$ cat src/rtl/issue_queue_pkg.sv
`default_nettype none
// ============================================================================
// issue_queue_pkg : opcode, class and operand-source encodings for issue_queue
// Rev 1.0
// ============================================================================
package issue_queue_pkg;

  localparam int c_op_size  = 6;
  localparam int c_tag_size = 4;

  localparam logic [c_op_size-1:0] c_op_nop   = 6'd0;
  localparam logic [c_op_size-1:0] c_op_lui   = 6'd1;
  localparam logic [c_op_size-1:0] c_op_auipc = 6'd2;
  localparam logic [c_op_size-1:0] c_op_jal   = 6'd3;
  localparam logic [c_op_size-1:0] c_op_jalr  = 6'd4;
  localparam logic [c_op_size-1:0] c_op_beq   = 6'd5;
  localparam logic [c_op_size-1:0] c_op_bne   = 6'd6;
  localparam logic [c_op_size-1:0] c_op_blt   = 6'd7;
  localparam logic [c_op_size-1:0] c_op_bge   = 6'd8;
  localparam logic [c_op_size-1:0] c_op_bltu  = 6'd9;
  localparam logic [c_op_size-1:0] c_op_bgeu  = 6'd10;
  localparam logic [c_op_size-1:0] c_op_lb    = 6'd11;
  localparam logic [c_op_size-1:0] c_op_lh    = 6'd12;
  localparam logic [c_op_size-1:0] c_op_lw    = 6'd13;
  localparam logic [c_op_size-1:0] c_op_lbu   = 6'd14;
  localparam logic [c_op_size-1:0] c_op_lhu   = 6'd15;
  localparam logic [c_op_size-1:0] c_op_sb    = 6'd16;
  localparam logic [c_op_size-1:0] c_op_sh    = 6'd17;
  localparam logic [c_op_size-1:0] c_op_sw    = 6'd18;
  localparam logic [c_op_size-1:0] c_op_addi  = 6'd19;
  localparam logic [c_op_size-1:0] c_op_slti  = 6'd20;
  localparam logic [c_op_size-1:0] c_op_sltiu = 6'd21;
  localparam logic [c_op_size-1:0] c_op_xori  = 6'd22;
  localparam logic [c_op_size-1:0] c_op_ori   = 6'd23;
  localparam logic [c_op_size-1:0] c_op_andi  = 6'd24;
  localparam logic [c_op_size-1:0] c_op_slli  = 6'd25;
  localparam logic [c_op_size-1:0] c_op_srli  = 6'd26;
  localparam logic [c_op_size-1:0] c_op_srai  = 6'd27;
  localparam logic [c_op_size-1:0] c_op_add   = 6'd28;
  localparam logic [c_op_size-1:0] c_op_sub   = 6'd29;
  localparam logic [c_op_size-1:0] c_op_sll   = 6'd30;
  localparam logic [c_op_size-1:0] c_op_slt   = 6'd31;
  localparam logic [c_op_size-1:0] c_op_sltu  = 6'd32;
  localparam logic [c_op_size-1:0] c_op_xor   = 6'd33;
  localparam logic [c_op_size-1:0] c_op_srl   = 6'd34;
  localparam logic [c_op_size-1:0] c_op_sra   = 6'd35;
  localparam logic [c_op_size-1:0] c_op_or    = 6'd36;
  localparam logic [c_op_size-1:0] c_op_and   = 6'd37;

  typedef enum logic [3:0] {
    CLS_NONE, CLS_LOAD, CLS_STORE, CLS_R, CLS_I,
    CLS_BR, CLS_JAL, CLS_JALR, CLS_LUI, CLS_AUIPC
  } iclass_e;

  typedef enum logic [2:0] {
    SRC_REG, SRC_IMM, SRC_PC, SRC_ZERO, SRC_FOUR
  } src_sel_e;

  typedef enum logic [1:0] {
    UNIT_NONE, UNIT_RS, UNIT_LSB
  } unit_e;

  // Opcodes are grouped in contiguous ranges per class; anything else is NONE.
  function automatic iclass_e op_class(input logic [c_op_size-1:0] op);
    iclass_e c;
    c = CLS_NONE;
    if (op == c_op_lui)                          c = CLS_LUI;
    else if (op == c_op_auipc)                   c = CLS_AUIPC;
    else if (op == c_op_jal)                     c = CLS_JAL;
    else if (op == c_op_jalr)                    c = CLS_JALR;
    else if (op >= c_op_beq  && op <= c_op_bgeu) c = CLS_BR;
    else if (op >= c_op_lb   && op <= c_op_lhu)  c = CLS_LOAD;
    else if (op >= c_op_sb   && op <= c_op_sw)   c = CLS_STORE;
    else if (op >= c_op_addi && op <= c_op_srai) c = CLS_I;
    else if (op >= c_op_add  && op <= c_op_and)  c = CLS_R;
    return c;
  endfunction

endpackage
`default_nettype wire

$ cat src/rtl/issue_queue_if.sv
`default_nettype none
// ============================================================================
// issue_queue_if : decode, regfile, CDB, ROB and dispatch signals of issue_queue
// Rev 1.0
// ============================================================================
interface issue_queue_if #(
  parameter int OP_W  = 6,
  parameter int TAG_W = 4,
  parameter int XLEN  = 32
) ();
  logic             rdy_in;
  logic             clear;
  logic             dec_valid;
  logic             dec_ready;
  logic [OP_W-1:0]  dec_op;
  logic [4:0]       dec_rs1;
  logic [4:0]       dec_rs2;
  logic [4:0]       dec_rd;
  logic [XLEN-1:0]  dec_imm;
  logic [XLEN-1:0]  dec_pc;
  logic [4:0]       rf_rs1;
  logic [4:0]       rf_rs2;
  logic             rf_busy1;
  logic             rf_busy2;
  logic [TAG_W-1:0] rf_tag1;
  logic [TAG_W-1:0] rf_tag2;
  logic [XLEN-1:0]  rf_data1;
  logic [XLEN-1:0]  rf_data2;
  logic             cdb_valid;
  logic [TAG_W-1:0] cdb_tag;
  logic [XLEN-1:0]  cdb_data;
  logic             rob_full;
  logic             rs_full;
  logic             lsb_full;
  logic [TAG_W-1:0] rob_tag;
  logic             rob_alloc;
  logic [OP_W-1:0]  rob_op;
  logic [4:0]       rob_rd;
  logic [XLEN-1:0]  rob_pc;
  logic [XLEN-1:0]  rob_imm;
  logic             ren_we;
  logic [4:0]       ren_rd;
  logic [TAG_W-1:0] ren_tag;
  logic             rs_valid;
  logic             lsb_valid;
  logic [OP_W-1:0]  is_op;
  logic             is_q1_busy;
  logic             is_q2_busy;
  logic [TAG_W-1:0] is_q1;
  logic [TAG_W-1:0] is_q2;
  logic [XLEN-1:0]  is_v1;
  logic [XLEN-1:0]  is_v2;
  logic [XLEN-1:0]  is_imm;
  logic [TAG_W-1:0] is_dest;

  modport master (
    output rdy_in, clear, dec_valid, dec_op, dec_rs1, dec_rs2, dec_rd, dec_imm, dec_pc,
    output rf_busy1, rf_busy2, rf_tag1, rf_tag2, rf_data1, rf_data2,
    output cdb_valid, cdb_tag, cdb_data, rob_full, rs_full, lsb_full, rob_tag,
    input  dec_ready, rf_rs1, rf_rs2, rob_alloc, rob_op, rob_rd, rob_pc, rob_imm,
    input  ren_we, ren_rd, ren_tag, rs_valid, lsb_valid, is_op,
    input  is_q1_busy, is_q2_busy, is_q1, is_q2, is_v1, is_v2, is_imm, is_dest
  );

  modport slave (
    input  rdy_in, clear, dec_valid, dec_op, dec_rs1, dec_rs2, dec_rd, dec_imm, dec_pc,
    input  rf_busy1, rf_busy2, rf_tag1, rf_tag2, rf_data1, rf_data2,
    input  cdb_valid, cdb_tag, cdb_data, rob_full, rs_full, lsb_full, rob_tag,
    output dec_ready, rf_rs1, rf_rs2, rob_alloc, rob_op, rob_rd, rob_pc, rob_imm,
    output ren_we, ren_rd, ren_tag, rs_valid, lsb_valid, is_op,
    output is_q1_busy, is_q2_busy, is_q1, is_q2, is_v1, is_v2, is_imm, is_dest
  );
endinterface
`default_nettype wire

$ cat src/rtl/issue_queue_classify.sv
`default_nettype none
// ============================================================================
// issue_queue_classify : maps an opcode to target unit, operand sources, rd write
// Rev 1.0
// ============================================================================
module issue_queue_classify
  import issue_queue_pkg::*;
(
  input  logic [c_op_size-1:0] i_op,
  output unit_e                o_unit,
  output src_sel_e             o_sel1,
  output src_sel_e             o_sel2,
  output logic                 o_writes_rd,
  output logic                 o_imm_out
);

  iclass_e w_cls;

  always_comb begin
    w_cls       = op_class(i_op);
    o_unit      = UNIT_RS;
    o_sel1      = SRC_REG;
    o_sel2      = SRC_REG;
    o_writes_rd = 1'b1;
    o_imm_out   = 1'b0;
    case (w_cls)
      CLS_LOAD:  begin o_unit = UNIT_LSB; o_sel2 = SRC_IMM; end
      CLS_STORE: begin o_unit = UNIT_LSB; o_writes_rd = 1'b0; o_imm_out = 1'b1; end
      CLS_R:     begin end
      CLS_I:     o_sel2 = SRC_IMM;
      CLS_BR:    begin o_writes_rd = 1'b0; o_imm_out = 1'b1; end
      CLS_JAL:   begin o_sel1 = SRC_PC; o_sel2 = SRC_FOUR; end
      CLS_JALR:  begin o_sel2 = SRC_IMM; o_imm_out = 1'b1; end
      CLS_LUI:   begin o_sel1 = SRC_ZERO; o_sel2 = SRC_IMM; end
      CLS_AUIPC: begin o_sel1 = SRC_PC; o_sel2 = SRC_IMM; end
      default: begin
        o_unit      = UNIT_NONE;
        o_sel1      = SRC_ZERO;
        o_sel2      = SRC_ZERO;
        o_writes_rd = 1'b0;
      end
    endcase
  end

endmodule
`default_nettype wire

$ cat src/rtl/issue_queue.sv
`default_nettype none
// ============================================================================
// issue_queue : in-order DEPTH-entry issue buffer between ID and ROB/RS/LSB
// Rev 1.0
// ============================================================================
module issue_queue
  import issue_queue_pkg::*;
#(
  parameter int DEPTH = 4,
  parameter int OP_W  = c_op_size,
  parameter int TAG_W = c_tag_size,
  parameter int XLEN  = 32
) (
  input  logic         clk_in,
  input  logic         rst_in,
  issue_queue_if.slave bus
);

  localparam int c_ptr_w = $clog2(DEPTH);
  localparam int c_cnt_w = c_ptr_w + 1;

  typedef struct packed {
    logic [OP_W-1:0] op;
    logic [4:0]      rs1;
    logic [4:0]      rs2;
    logic [4:0]      rd;
    logic [XLEN-1:0] imm;
    logic [XLEN-1:0] pc;
  } entry_t;

  typedef struct packed {
    logic             busy;
    logic [TAG_W-1:0] tag;
    logic [XLEN-1:0]  val;
  } opnd_t;

  // A CDB hit on the producer tag bypasses the regfile in the same cycle.
  function automatic opnd_t resolve_reg(
    input logic [4:0]       rs,
    input logic             busy,
    input logic [TAG_W-1:0] tag,
    input logic [XLEN-1:0]  data,
    input logic             cdb_v,
    input logic [TAG_W-1:0] cdb_t,
    input logic [XLEN-1:0]  cdb_d
  );
    opnd_t r;
    r = '0;
    if (rs == 5'd0)                   r = '0;
    else if (!busy)                   r.val = data;
    else if (cdb_v && (cdb_t == tag)) r.val = cdb_d;
    else begin
      r.busy = 1'b1;
      r.tag  = tag;
    end
    return r;
  endfunction

  function automatic opnd_t pick(
    input src_sel_e        sel,
    input opnd_t           reg_op,
    input logic [XLEN-1:0] imm,
    input logic [XLEN-1:0] pc
  );
    opnd_t r;
    r = '0;
    case (sel)
      SRC_REG:  r = reg_op;
      SRC_IMM:  r.val = imm;
      SRC_PC:   r.val = pc;
      SRC_FOUR: r.val = XLEN'(4);
      default:  r = '0;
    endcase
    return r;
  endfunction

  logic [c_ptr_w-1:0] head_q, head_d, tail_q, tail_d;
  logic [c_cnt_w-1:0] count_q, count_d;
  entry_t             mem_q [DEPTH];
  entry_t             mem_d [DEPTH];

  entry_t   w_head, w_new;
  unit_e    w_unit;
  src_sel_e w_sel1, w_sel2;
  logic     w_writes_rd, w_imm_out;
  logic     w_nonempty, w_dec_ready, w_push, w_fire, w_unit_full;
  opnd_t    w_reg1, w_reg2, w_op1, w_op2;

  issue_queue_classify u_classify (
    .i_op        (c_op_size'(w_head.op)),
    .o_unit      (w_unit),
    .o_sel1      (w_sel1),
    .o_sel2      (w_sel2),
    .o_writes_rd (w_writes_rd),
    .o_imm_out   (w_imm_out)
  );

  always_comb begin
    w_head      = mem_q[head_q];
    w_new       = '{op: bus.dec_op, rs1: bus.dec_rs1, rs2: bus.dec_rs2, rd: bus.dec_rd,
                    imm: bus.dec_imm, pc: bus.dec_pc};
    w_nonempty  = (count_q != '0);
    w_dec_ready = bus.rdy_in && !bus.clear && (count_q < c_cnt_w'(DEPTH));
    w_push      = bus.dec_valid && w_dec_ready;
    w_unit_full = ((w_unit == UNIT_RS) && bus.rs_full) || ((w_unit == UNIT_LSB) && bus.lsb_full);
    w_fire      = bus.rdy_in && !bus.clear && w_nonempty && !bus.rob_full && !w_unit_full;
    w_reg1      = resolve_reg(w_head.rs1, bus.rf_busy1, bus.rf_tag1, bus.rf_data1,
                              bus.cdb_valid, bus.cdb_tag, bus.cdb_data);
    w_reg2      = resolve_reg(w_head.rs2, bus.rf_busy2, bus.rf_tag2, bus.rf_data2,
                              bus.cdb_valid, bus.cdb_tag, bus.cdb_data);
    w_op1       = w_nonempty ? pick(w_sel1, w_reg1, w_head.imm, w_head.pc) : '0;
    w_op2       = w_nonempty ? pick(w_sel2, w_reg2, w_head.imm, w_head.pc) : '0;
  end

  // Freeze dominates everything; clear dominates push and pop.
  always_comb begin
    head_d  = head_q;
    tail_d  = tail_q;
    count_d = count_q;
    mem_d   = mem_q;
    if (bus.rdy_in && bus.clear) begin
      head_d  = '0;
      tail_d  = '0;
      count_d = '0;
    end else begin
      if (w_push) begin
        mem_d[tail_q] = w_new;
        tail_d        = tail_q + c_ptr_w'(1);
      end
      if (w_fire) head_d = head_q + c_ptr_w'(1);
      case ({w_push, w_fire})
        2'b10:   count_d = count_q + c_cnt_w'(1);
        2'b01:   count_d = count_q - c_cnt_w'(1);
        default: count_d = count_q;
      endcase
    end
  end

  always_ff @(posedge clk_in) begin
    if (rst_in) begin
      head_q  <= '0;
      tail_q  <= '0;
      count_q <= '0;
    end else begin
      head_q  <= head_d;
      tail_q  <= tail_d;
      count_q <= count_d;
    end
  end

  always_ff @(posedge clk_in) begin
    mem_q <= mem_d;
  end

  assign bus.dec_ready  = w_dec_ready;
  assign bus.rf_rs1     = w_nonempty ? w_head.rs1 : 5'd0;
  assign bus.rf_rs2     = w_nonempty ? w_head.rs2 : 5'd0;
  assign bus.rob_alloc  = w_fire && (w_unit != UNIT_NONE);
  assign bus.rs_valid   = w_fire && (w_unit == UNIT_RS);
  assign bus.lsb_valid  = w_fire && (w_unit == UNIT_LSB);
  assign bus.ren_we     = w_fire && w_writes_rd && (w_head.rd != 5'd0);
  assign bus.rob_op     = w_nonempty ? w_head.op  : '0;
  assign bus.rob_rd     = w_nonempty ? w_head.rd  : 5'd0;
  assign bus.rob_pc     = w_nonempty ? w_head.pc  : '0;
  assign bus.rob_imm    = w_nonempty ? w_head.imm : '0;
  assign bus.ren_rd     = w_nonempty ? w_head.rd  : 5'd0;
  assign bus.ren_tag    = w_nonempty ? bus.rob_tag : '0;
  assign bus.is_dest    = w_nonempty ? bus.rob_tag : '0;
  assign bus.is_op      = w_nonempty ? w_head.op  : '0;
  assign bus.is_imm     = (w_nonempty && w_imm_out) ? w_head.imm : '0;
  assign bus.is_q1_busy = w_op1.busy;
  assign bus.is_q1      = w_op1.tag;
  assign bus.is_v1      = w_op1.val;
  assign bus.is_q2_busy = w_op2.busy;
  assign bus.is_q2      = w_op2.tag;
  assign bus.is_v2      = w_op2.val;

endmodule
`default_nettype wire

$ cat src/flat_wrapper.sv
// flat-port wrapper written by rule: the top's interface ports become plain ports
module issue_queue_flat import issue_queue_pkg::*;
#(
  parameter int DEPTH = 4,
  parameter int OP_W  = c_op_size,
  parameter int TAG_W = c_tag_size,
  parameter int XLEN  = 32
)
  (clk_in, rst_in, bus_rdy_in, bus_clear, bus_dec_valid, bus_dec_op, bus_dec_rs1, bus_dec_rs2, bus_dec_rd, bus_dec_imm, bus_dec_pc, bus_rf_busy1, bus_rf_busy2, bus_rf_tag1, bus_rf_tag2, bus_rf_data1, bus_rf_data2, bus_cdb_valid, bus_cdb_tag, bus_cdb_data, bus_rob_full, bus_rs_full, bus_lsb_full, bus_rob_tag, bus_dec_ready, bus_rf_rs1, bus_rf_rs2, bus_rob_alloc, bus_rob_op, bus_rob_rd, bus_rob_pc, bus_rob_imm, bus_ren_we, bus_ren_rd, bus_ren_tag, bus_rs_valid, bus_lsb_valid, bus_is_op, bus_is_q1_busy, bus_is_q2_busy, bus_is_q1, bus_is_q2, bus_is_v1, bus_is_v2, bus_is_imm, bus_is_dest);
  issue_queue_if #(.OP_W(OP_W), .TAG_W(TAG_W), .XLEN(XLEN)) bus_i ();
  input  logic clk_in;
  input  logic rst_in;
  input wire logic [$bits(bus_i.rdy_in)-1:0] bus_rdy_in;
  input wire logic [$bits(bus_i.clear)-1:0] bus_clear;
  input wire logic [$bits(bus_i.dec_valid)-1:0] bus_dec_valid;
  input wire logic [$bits(bus_i.dec_op)-1:0] bus_dec_op;
  input wire logic [$bits(bus_i.dec_rs1)-1:0] bus_dec_rs1;
  input wire logic [$bits(bus_i.dec_rs2)-1:0] bus_dec_rs2;
  input wire logic [$bits(bus_i.dec_rd)-1:0] bus_dec_rd;
  input wire logic [$bits(bus_i.dec_imm)-1:0] bus_dec_imm;
  input wire logic [$bits(bus_i.dec_pc)-1:0] bus_dec_pc;
  input wire logic [$bits(bus_i.rf_busy1)-1:0] bus_rf_busy1;
  input wire logic [$bits(bus_i.rf_busy2)-1:0] bus_rf_busy2;
  input wire logic [$bits(bus_i.rf_tag1)-1:0] bus_rf_tag1;
  input wire logic [$bits(bus_i.rf_tag2)-1:0] bus_rf_tag2;
  input wire logic [$bits(bus_i.rf_data1)-1:0] bus_rf_data1;
  input wire logic [$bits(bus_i.rf_data2)-1:0] bus_rf_data2;
  input wire logic [$bits(bus_i.cdb_valid)-1:0] bus_cdb_valid;
  input wire logic [$bits(bus_i.cdb_tag)-1:0] bus_cdb_tag;
  input wire logic [$bits(bus_i.cdb_data)-1:0] bus_cdb_data;
  input wire logic [$bits(bus_i.rob_full)-1:0] bus_rob_full;
  input wire logic [$bits(bus_i.rs_full)-1:0] bus_rs_full;
  input wire logic [$bits(bus_i.lsb_full)-1:0] bus_lsb_full;
  input wire logic [$bits(bus_i.rob_tag)-1:0] bus_rob_tag;
  output wire logic [$bits(bus_i.dec_ready)-1:0] bus_dec_ready;
  output wire logic [$bits(bus_i.rf_rs1)-1:0] bus_rf_rs1;
  output wire logic [$bits(bus_i.rf_rs2)-1:0] bus_rf_rs2;
  output wire logic [$bits(bus_i.rob_alloc)-1:0] bus_rob_alloc;
  output wire logic [$bits(bus_i.rob_op)-1:0] bus_rob_op;
  output wire logic [$bits(bus_i.rob_rd)-1:0] bus_rob_rd;
  output wire logic [$bits(bus_i.rob_pc)-1:0] bus_rob_pc;
  output wire logic [$bits(bus_i.rob_imm)-1:0] bus_rob_imm;
  output wire logic [$bits(bus_i.ren_we)-1:0] bus_ren_we;
  output wire logic [$bits(bus_i.ren_rd)-1:0] bus_ren_rd;
  output wire logic [$bits(bus_i.ren_tag)-1:0] bus_ren_tag;
  output wire logic [$bits(bus_i.rs_valid)-1:0] bus_rs_valid;
  output wire logic [$bits(bus_i.lsb_valid)-1:0] bus_lsb_valid;
  output wire logic [$bits(bus_i.is_op)-1:0] bus_is_op;
  output wire logic [$bits(bus_i.is_q1_busy)-1:0] bus_is_q1_busy;
  output wire logic [$bits(bus_i.is_q2_busy)-1:0] bus_is_q2_busy;
  output wire logic [$bits(bus_i.is_q1)-1:0] bus_is_q1;
  output wire logic [$bits(bus_i.is_q2)-1:0] bus_is_q2;
  output wire logic [$bits(bus_i.is_v1)-1:0] bus_is_v1;
  output wire logic [$bits(bus_i.is_v2)-1:0] bus_is_v2;
  output wire logic [$bits(bus_i.is_imm)-1:0] bus_is_imm;
  output wire logic [$bits(bus_i.is_dest)-1:0] bus_is_dest;
  assign bus_i.rdy_in = bus_rdy_in;
  assign bus_i.clear = bus_clear;
  assign bus_i.dec_valid = bus_dec_valid;
  assign bus_i.dec_op = bus_dec_op;
  assign bus_i.dec_rs1 = bus_dec_rs1;
  assign bus_i.dec_rs2 = bus_dec_rs2;
  assign bus_i.dec_rd = bus_dec_rd;
  assign bus_i.dec_imm = bus_dec_imm;
  assign bus_i.dec_pc = bus_dec_pc;
  assign bus_i.rf_busy1 = bus_rf_busy1;
  assign bus_i.rf_busy2 = bus_rf_busy2;
  assign bus_i.rf_tag1 = bus_rf_tag1;
  assign bus_i.rf_tag2 = bus_rf_tag2;
  assign bus_i.rf_data1 = bus_rf_data1;
  assign bus_i.rf_data2 = bus_rf_data2;
  assign bus_i.cdb_valid = bus_cdb_valid;
  assign bus_i.cdb_tag = bus_cdb_tag;
  assign bus_i.cdb_data = bus_cdb_data;
  assign bus_i.rob_full = bus_rob_full;
  assign bus_i.rs_full = bus_rs_full;
  assign bus_i.lsb_full = bus_lsb_full;
  assign bus_i.rob_tag = bus_rob_tag;
  assign bus_dec_ready = bus_i.dec_ready;
  assign bus_rf_rs1 = bus_i.rf_rs1;
  assign bus_rf_rs2 = bus_i.rf_rs2;
  assign bus_rob_alloc = bus_i.rob_alloc;
  assign bus_rob_op = bus_i.rob_op;
  assign bus_rob_rd = bus_i.rob_rd;
  assign bus_rob_pc = bus_i.rob_pc;
  assign bus_rob_imm = bus_i.rob_imm;
  assign bus_ren_we = bus_i.ren_we;
  assign bus_ren_rd = bus_i.ren_rd;
  assign bus_ren_tag = bus_i.ren_tag;
  assign bus_rs_valid = bus_i.rs_valid;
  assign bus_lsb_valid = bus_i.lsb_valid;
  assign bus_is_op = bus_i.is_op;
  assign bus_is_q1_busy = bus_i.is_q1_busy;
  assign bus_is_q2_busy = bus_i.is_q2_busy;
  assign bus_is_q1 = bus_i.is_q1;
  assign bus_is_q2 = bus_i.is_q2;
  assign bus_is_v1 = bus_i.is_v1;
  assign bus_is_v2 = bus_i.is_v2;
  assign bus_is_imm = bus_i.is_imm;
  assign bus_is_dest = bus_i.is_dest;
  issue_queue #(.DEPTH(DEPTH), .OP_W(OP_W), .TAG_W(TAG_W), .XLEN(XLEN)) u_core (.clk_in(clk_in), .rst_in(rst_in), .bus(bus_i));
endmodule
$ cat config.mk
export PLATFORM = sky130hd
export DESIGN_NAME = issue_queue_flat
export DESIGN_NICKNAME = d
export VERILOG_FILES = /design/src/rtl/issue_queue_pkg.sv /design/src/rtl/issue_queue_if.sv /design/src/rtl/issue_queue_classify.sv /design/src/rtl/issue_queue.sv /design/src/flat_wrapper.sv
export SDC_FILE = /design/constraint.sdc
export NUM_CORES = 1
export LEC_CHECK = 0
export BUFFER_PORTS_ARGS = -buffer_cell sky130_fd_sc_hd__buf_2
export CAP_MARGIN = 40
export CORE_UTILIZATION = 41
export CTS_CLUSTER_DIAMETER = 50
export CTS_CLUSTER_SIZE = 25
export DETAILED_ROUTE_END_ITERATION = 16
export RECOVER_POWER = 100
export SYNTH_ARGS = -nofsm -noshare
export SYNTH_HDL_FRONTEND = slang
export SYNTH_HIERARCHICAL = 1
export SYNTH_SLANG_ARGS = --single-unit
$ cat constraint.sdc
create_clock -name clk_in -period 12.8 [get_ports clk_in]
set_input_delay 0.64 -clock clk_in [delete_from_list [all_inputs] [get_ports clk_in]]
set_output_delay 0.64 -clock clk_in [all_outputs]
set_load 0.01 [all_outputs]
==> results of run 1 <==
==> cell usage after synthesis, types with 8 or more instances <==
| cell | instances |
|---|---|
| a32oi_1 | 32 |
| nor2_1 | 20 |
| a21oi_1 | 13 |
| mux4_2 | 76 |
| buf_4 | 17 |
| o22ai_2 | 8 |
| and3_1 | 65 |
| clkbuf_1 | 61 |
| xor2_1 | 9 |
| nor3_1 | 11 |
| nand2_1 | 11 |
| o22ai_1 | 57 |
| a22oi_1 | 95 |
| buf_2 | 11 |
| o21ai_0 | 13 |
| mux4_1 | 9 |
| and2_1 | 94 |
| inv_1 | 20 |
| edfxtp_1 | 340 |
==> where the power goes <==
part	switching, W	total [W]	internal, W
Sequential	0.00000245	0.00126	0.00126
Clock	0.000465	0.00107	0.000610
Combinational	0.000125	0.000191	0.0000657
Total	0.000593	0.00253	0.00193
==> per-layer routing <==
metal / track usage (%) / part of all wire, % / vias to the layer above
li1: - / - / 5009
met4: 7.47 / 2.0 / 8
met1: 33.2 / 40 / 5888
met5: 0 / 0.11 / -
met2: 40.7 / 49 / 676
met3: 6.10 / 9.0 / 80
==> area by class of cell <==
cell class	count	area [um2]	share of cell area, %
multi-input cells	569	5260	26.8
flip-flops and latches	347	10300	52.7
repair buffers	452	2040	10.4
diodes	6	15.0	0.0765
clock inverters	28	359	1.83
well taps	518	648	3.30
clock buffers	36	880	4.48
inverters	20	75.1	0.383
==> stage by stage <==
step	cell area, um2	util [%]	cells
finish	19600	50.5	1976
global route	19600	50.5	1974
CTS	20200	52.0	1970
detailed placement	18900	48.8	1906
global placement	18700	48.1	1896
floorplan	16200	-	1038
==> sequential cells by signal (all words and copies together), names as in the netlist <==
register        flops
u_core/tail_q       2
u_core/mem_q      340
u_core/head_q       2
u_core/count_q      3
==> worst paths after layout <==
kind                startpoint           endpoint  slack [ns]  cells after the start
min            bus_dec_imm[21]  u_core/mem_q[308]        0.37                      1
max reg2reg   u_core/head_q[1]  u_core/count_q[2]        5.10                     15
max           u_core/head_q[1]     bus_is_imm[20]        3.86                      8
min reg2reg  u_core/count_q[2]  u_core/count_q[2]        0.56                      2
==> kinds of logic (layout without fill, tap and decap cells) <==
family	count (synthesis)	in the layout	share of synthesized area, %
adders and majority gates	6	6	0.510
xor gates and xnor gates	13	13	0.703
muxes	86	86	12.1
DFF	347	347	63.9
and+or+nand+nor	231	231	8.52
other	1	7	0.0231
AOI/OAI and AO/OA	232	232	10.5
buffers and inverters	122	536	3.73
==> qor.yml, run 1 <==
cts:
  cts_buffers: 35
  max-clock-path-buffers: 3
  h-tree-depth: 2
  cts-hold-fix-buffers: 0
  cts_resized: 0
  cts_tree: "built"
  clk_latency_ns: 0.52
  cts.sinks: 347
  clock-root-buffer: "clkbuf_16"
  clk_pin_slew_ns: 0.08
  post_cts_buffers: 0
layout:
  nets: 1639
  fillCellCount: 3432
  final_layout_size_suffix_gt1_share_pct: 25.6
  layout_commonest_cell: "edfxtp_1"
  area_growth_pct: 21.1
  layout_common_cells: "edfxtp_1 (340), clkbuf_1 (238), buf_2 (201)"
timing:
  timing.hold.ws_ns: 0.369
  skew_ns: 0.0190
  finalHoldViolCount: 0
  tns_ns: 0
  final_max_slew_viol_count: 580
  timing.slew.headroom_pct: -142
  setup_slack_ns: 3.86
  setup_viol: 0
  worst_slew_pin_slew_ns: 3.63
  fin_crit_ns: 8.94
  rsz0062_at_grt: "false"
  max_clock_freq_mhz: 112
  finalCritPeriodShare_pct: 69.9
place:
  dpl.hpwl_um: 35400
  place.gp.congestion: 0.894
  pre_cts_ws_ns: 7.44
  io_buffer_count: 422
floorplan:
  core_area_um2: 38800
  fp.dieW_um: 201
  ioPinCount: 423
  dieArea_um2: 40300
  die_h_um: 201
  fp-row-count: 72
  initial_core_util_pct: 41.7
synth:
  netlist_instances: 1038
  ys_types: 48
  syn-num-nets: 1252
  ys.flop_type: "edfxtp_1"
  yosys_warnings: 6
  synth_edf_count: 340
  ys_top_cells_by_area: "edfxtp_1 (63%), mux4_2 (11%), a22oi_1 (4.4%), and2_1 (3.6%), and3_1 (2.5%)"
  syn_area_um2: 16200
  syn_area_per_cell_um2: 15.6
  yosys.area.top_type_share_pct: 63.0
  synth_top_area_cell: "edfxtp_1"
  ys_seq_elements: 347
  synth_async_sr_flop_share_pct: 0
  seq_area_frac_synth_pct: 63.9
worst_setup_path:
  crit_family: "buffers and inverters"
  path_buf_inv: 3
  critPathKind: "register to output port"
  startpoint_type: "register"
  max_stage_delay_ns: 2.27
  worstPathArrival_ns: 8.30
  cp_common_cell: "clkbuf_1"
  worst_setup_path_end_kind: "output port"
  crit_required_ns: 12.16
  path_max_fanout: 47
  crit_slowest_cell: "clkbuf_1"
  crit_chain: "clkbuf_1 > mux4_2 > a21oi_1 > o21ai_0 > a21oi_1 > clkbuf_1 > and3_1 > clkbuf_1"
hold_path:
  hold_class: "primary input to register"
global_routing:
  globalRouteOverflowTotal: 0
  grt_max_degree: 93
  antenna_found_initial: 11
  first_global_vias: 11400
  grt_first_pass_wirelength_um: 73900
  grt_util_all_layers_pct: 25.0
route:
  routed_via_density: 5.90
  wire_per_inst_um: 26.2
  ant_nets: 0
  vias: 11700
  drt_iter0_drc: 1171
  first_pass_iters: 6
  drt_wl_total_um: 51700
  drc: 0
power_and_ir_drop:
  ir_worst_vdd_mv: 0.0690
  powerDensity_nw_per_um2: 129
  p_leak_nw: 6.64
  total_power_w: 0.00253
run_status:
  status: "finished with violations"
  violations: "capacitance limit, slew limit"
run:
  maxCapViolations: 16
No activity file was read; power rests on OpenSTA's default activity.
==> run 2, diff against run 1 <==
PLACE_DENSITY = 0.67   (was unset)
clock period = 7.4 ns   (was 12.8 ns; I/O delays follow)
==> qor.yml, run 2 (same netlist as run 1, synthesis figures left out) <==
cts:
  cts-hold-fix-buffers: 0  # unchanged
  cts_tree: "built"
  cts.sinks: 347  # unchanged
  h-tree-depth: 2  # unchanged
  clk_pin_slew_ns: 0.07  # about the same
  cts_buffers: 34  # -2.9%
  post_cts_buffers: 0  # unchanged
  max-clock-path-buffers: 3  # unchanged
  clock-root-buffer: "clkbuf_16"
  clk_latency_ns: 0.52  # about the same
  cts_resized: 0  # unchanged
global_routing:
  globalRouteOverflowTotal: 0  # unchanged
  first_global_vias: 11600  # +1.2%
  grt_max_degree: 76  # -18%
  grt_util_all_layers_pct: 24.8  # -0.20 points
  grt_first_pass_wirelength_um: 73900  # about the same
  antenna_found_initial: 7  # -4
power_and_ir_drop:
  p_leak_nw: 6.65  # +0.12%
  powerDensity_nw_per_um2: 221  # +72%
  ir_worst_vdd_mv: 0.108  # +56%
route:
  vias: 11700  # +0.11%
  routed_via_density: 5.93  # +0.42%
  drt_iter0_drc: 1053  # -10%
  drt_wl_total_um: 50700  # -2.0%
  drc: 0  # unchanged
  wire_per_inst_um: 25.8  # -1.7%
  first_pass_iters: 6  # unchanged
  ant_nets: 0  # unchanged
layout:
  nets: 1635  # -0.24%
  layout_common_cells: "edfxtp_1 (340), clkbuf_1 (237), buf_2 (194)"
  area_growth_pct: 21.7
  layout_commonest_cell: "edfxtp_1"
  final_layout_size_suffix_gt1_share_pct: 25.8  # +0.18 points
  largest_register_ffs: 340  # unchanged
  reg_top3: "u_core/mem_q x340, u_core/count_q x3"
  top_register: "u_core/mem_q"
  finalInstanceArea_um2: 19700  # +0.50%
worst_setup_path:
  crit_start: "u_core/head_q[0]"
  crit_required_ns: 7.03  # -5.13 ns
  startpoint_type: "register"
  max_stage_delay_ns: 1.10  # -1.17 ns
  crit_chain: "buf_16 > mux4_2 > nor2_1 > nand2_1 > o31ai_1 > nor4_1 > o21ai_4 > clkbuf_1 > o22ai_1 > clkbuf_1"
  r2r_start: "u_core/count_q[2]"
  path_max_fanout: 41  # -13%
  cp_common_cell: "clkbuf_1"
  critPathKind: "register to output port"
  crit_slowest_cell: "clkbuf_1"
  worstPathArrival_ns: 5.41  # -2.89 ns
  worst_setup_path_end_kind: "output port"
run_status:
  status: "finished with violations"
  violations: "capacitance limit, slew limit"
floorplan:
  initial_core_util_pct: 41.7  # unchanged
  fp.dieW_um: 201  # unchanged
  die_h_um: 201  # unchanged
  fp-row-count: 72  # unchanged
  ioPinCount: 423  # unchanged
  dieArea_um2: 40300  # unchanged
  core_area_um2: 38800  # unchanged
timing:
  final_max_slew_viol_count: 354  # -39%
  timing.slew.headroom_pct: -148  # -5.3 points
  finalHoldViolCount: 0  # unchanged
  setup_viol: 0  # unchanged
  skew_ns: 0.0267  # +0.00770 ns
  finalCritPeriodShare_pct: 78.1
  max_clock_freq_mhz: 173
  worst_slew_pin_slew_ns: 3.71  # +0.0795 ns
  fin_crit_ns: 5.78
  tns_ns: 0  # unchanged
  rsz0062_at_grt: "false"
hold_path:
  hold_class: "primary input to register"
  hold_start: "bus_dec_imm[0]"
place:
  dpl.hpwl_um: 34300  # -3.2%
  io_buffer_count: 422  # unchanged
  place.gp.congestion: 0.878  # -1.8%
  placed_area_um2: 18800  # -0.52%
run:
  maxCapViolations: 9  # -7
-- run 2: cell types whose count changed in the layout (fill, tap and decap cells not counted), sizes merged --
cell,delta
buf,-3
clkbuf,+3
clkinv,-3
bufinv,-1
clkinvlp,-1
inv,-1
-- run 2: worst max-delay path: cells and delay by family, from the launching register on --
family | cells | cell delay (ns)
multiplexers | 1 | 0.64
AO/OA/AOI/OAI | 3 | 1.23
buffers and inverters | 3 | 1.63
AND/OR/NAND/NOR | 3 | 0.72
flip-flops | 1 | 0.63
-- run 2: report_power, final --
| part | leakage (nW) | switching [W] | internal [W] |
|---|---|---|---|
| Combinational | 2.93 | 0.000216 | 0.000114 |
| Clock | 0.591 | 0.000799 | 0.00106 |
| Sequential | 3.13 | 0.00000438 | 0.00218 |
| Total | 6.65 | 0.00102 | 0.00335 |
-- run 2: path summary, 6_finish.rpt --
kind	slack (ns)	endpoint	cells past startpoint
worst max-delay path	1.62	bus_is_v2[2]	10
worst min-delay path	0.11	u_core/mem_q[117]	1
worst max register to register	2.00	u_core/mem_q[305]	4
worst min register to register	0.55	u_core/count_q[1]	2
-- run 2: metrics by stage --
| stage | std cells | utilization [%] | power, W | hold WS, ns | setup slack [ns] |
|---|---|---|---|---|---|
| floorplan | 1038 | - | 0.00238 | 0.469 | 3.39 |
| global placement | 1897 | 48.1 | 0.00255 | 0.527 | 2.56 |
| detailed placement | 1903 | 48.5 | 0.00256 | 0.552 | 2.89 |
| CTS | 1964 | 51.7 | 0.00441 | 0.0431 | 2.34 |
| global route | 1966 | 50.8 | 0.00450 | 0.0979 | 1.06 |
| finish | 1970 | 50.8 | 0.00437 | 0.107 | 1.62 |
-- run 2: cell type report --
class,instances,area (um2)
antenna,6,15.0
clock buffer,39,933
clock inverter,22,303
fill,3411,19100
inverter,20,75.1
multi-input combinational,569,5310
sequential,347,10400
tap,518,648
timing repair buffer,449,2090
-- run 2: metal layers --
metal  routed length (um)  vias to the layer above  track usage [%]
li1                     -                     5001                -
met1                19700                     5808             32.2
met2                24400                      738             40.9
met3                 4670                      125             4.90
met4                 1950                        2             10.1
met5                   12                        -                0
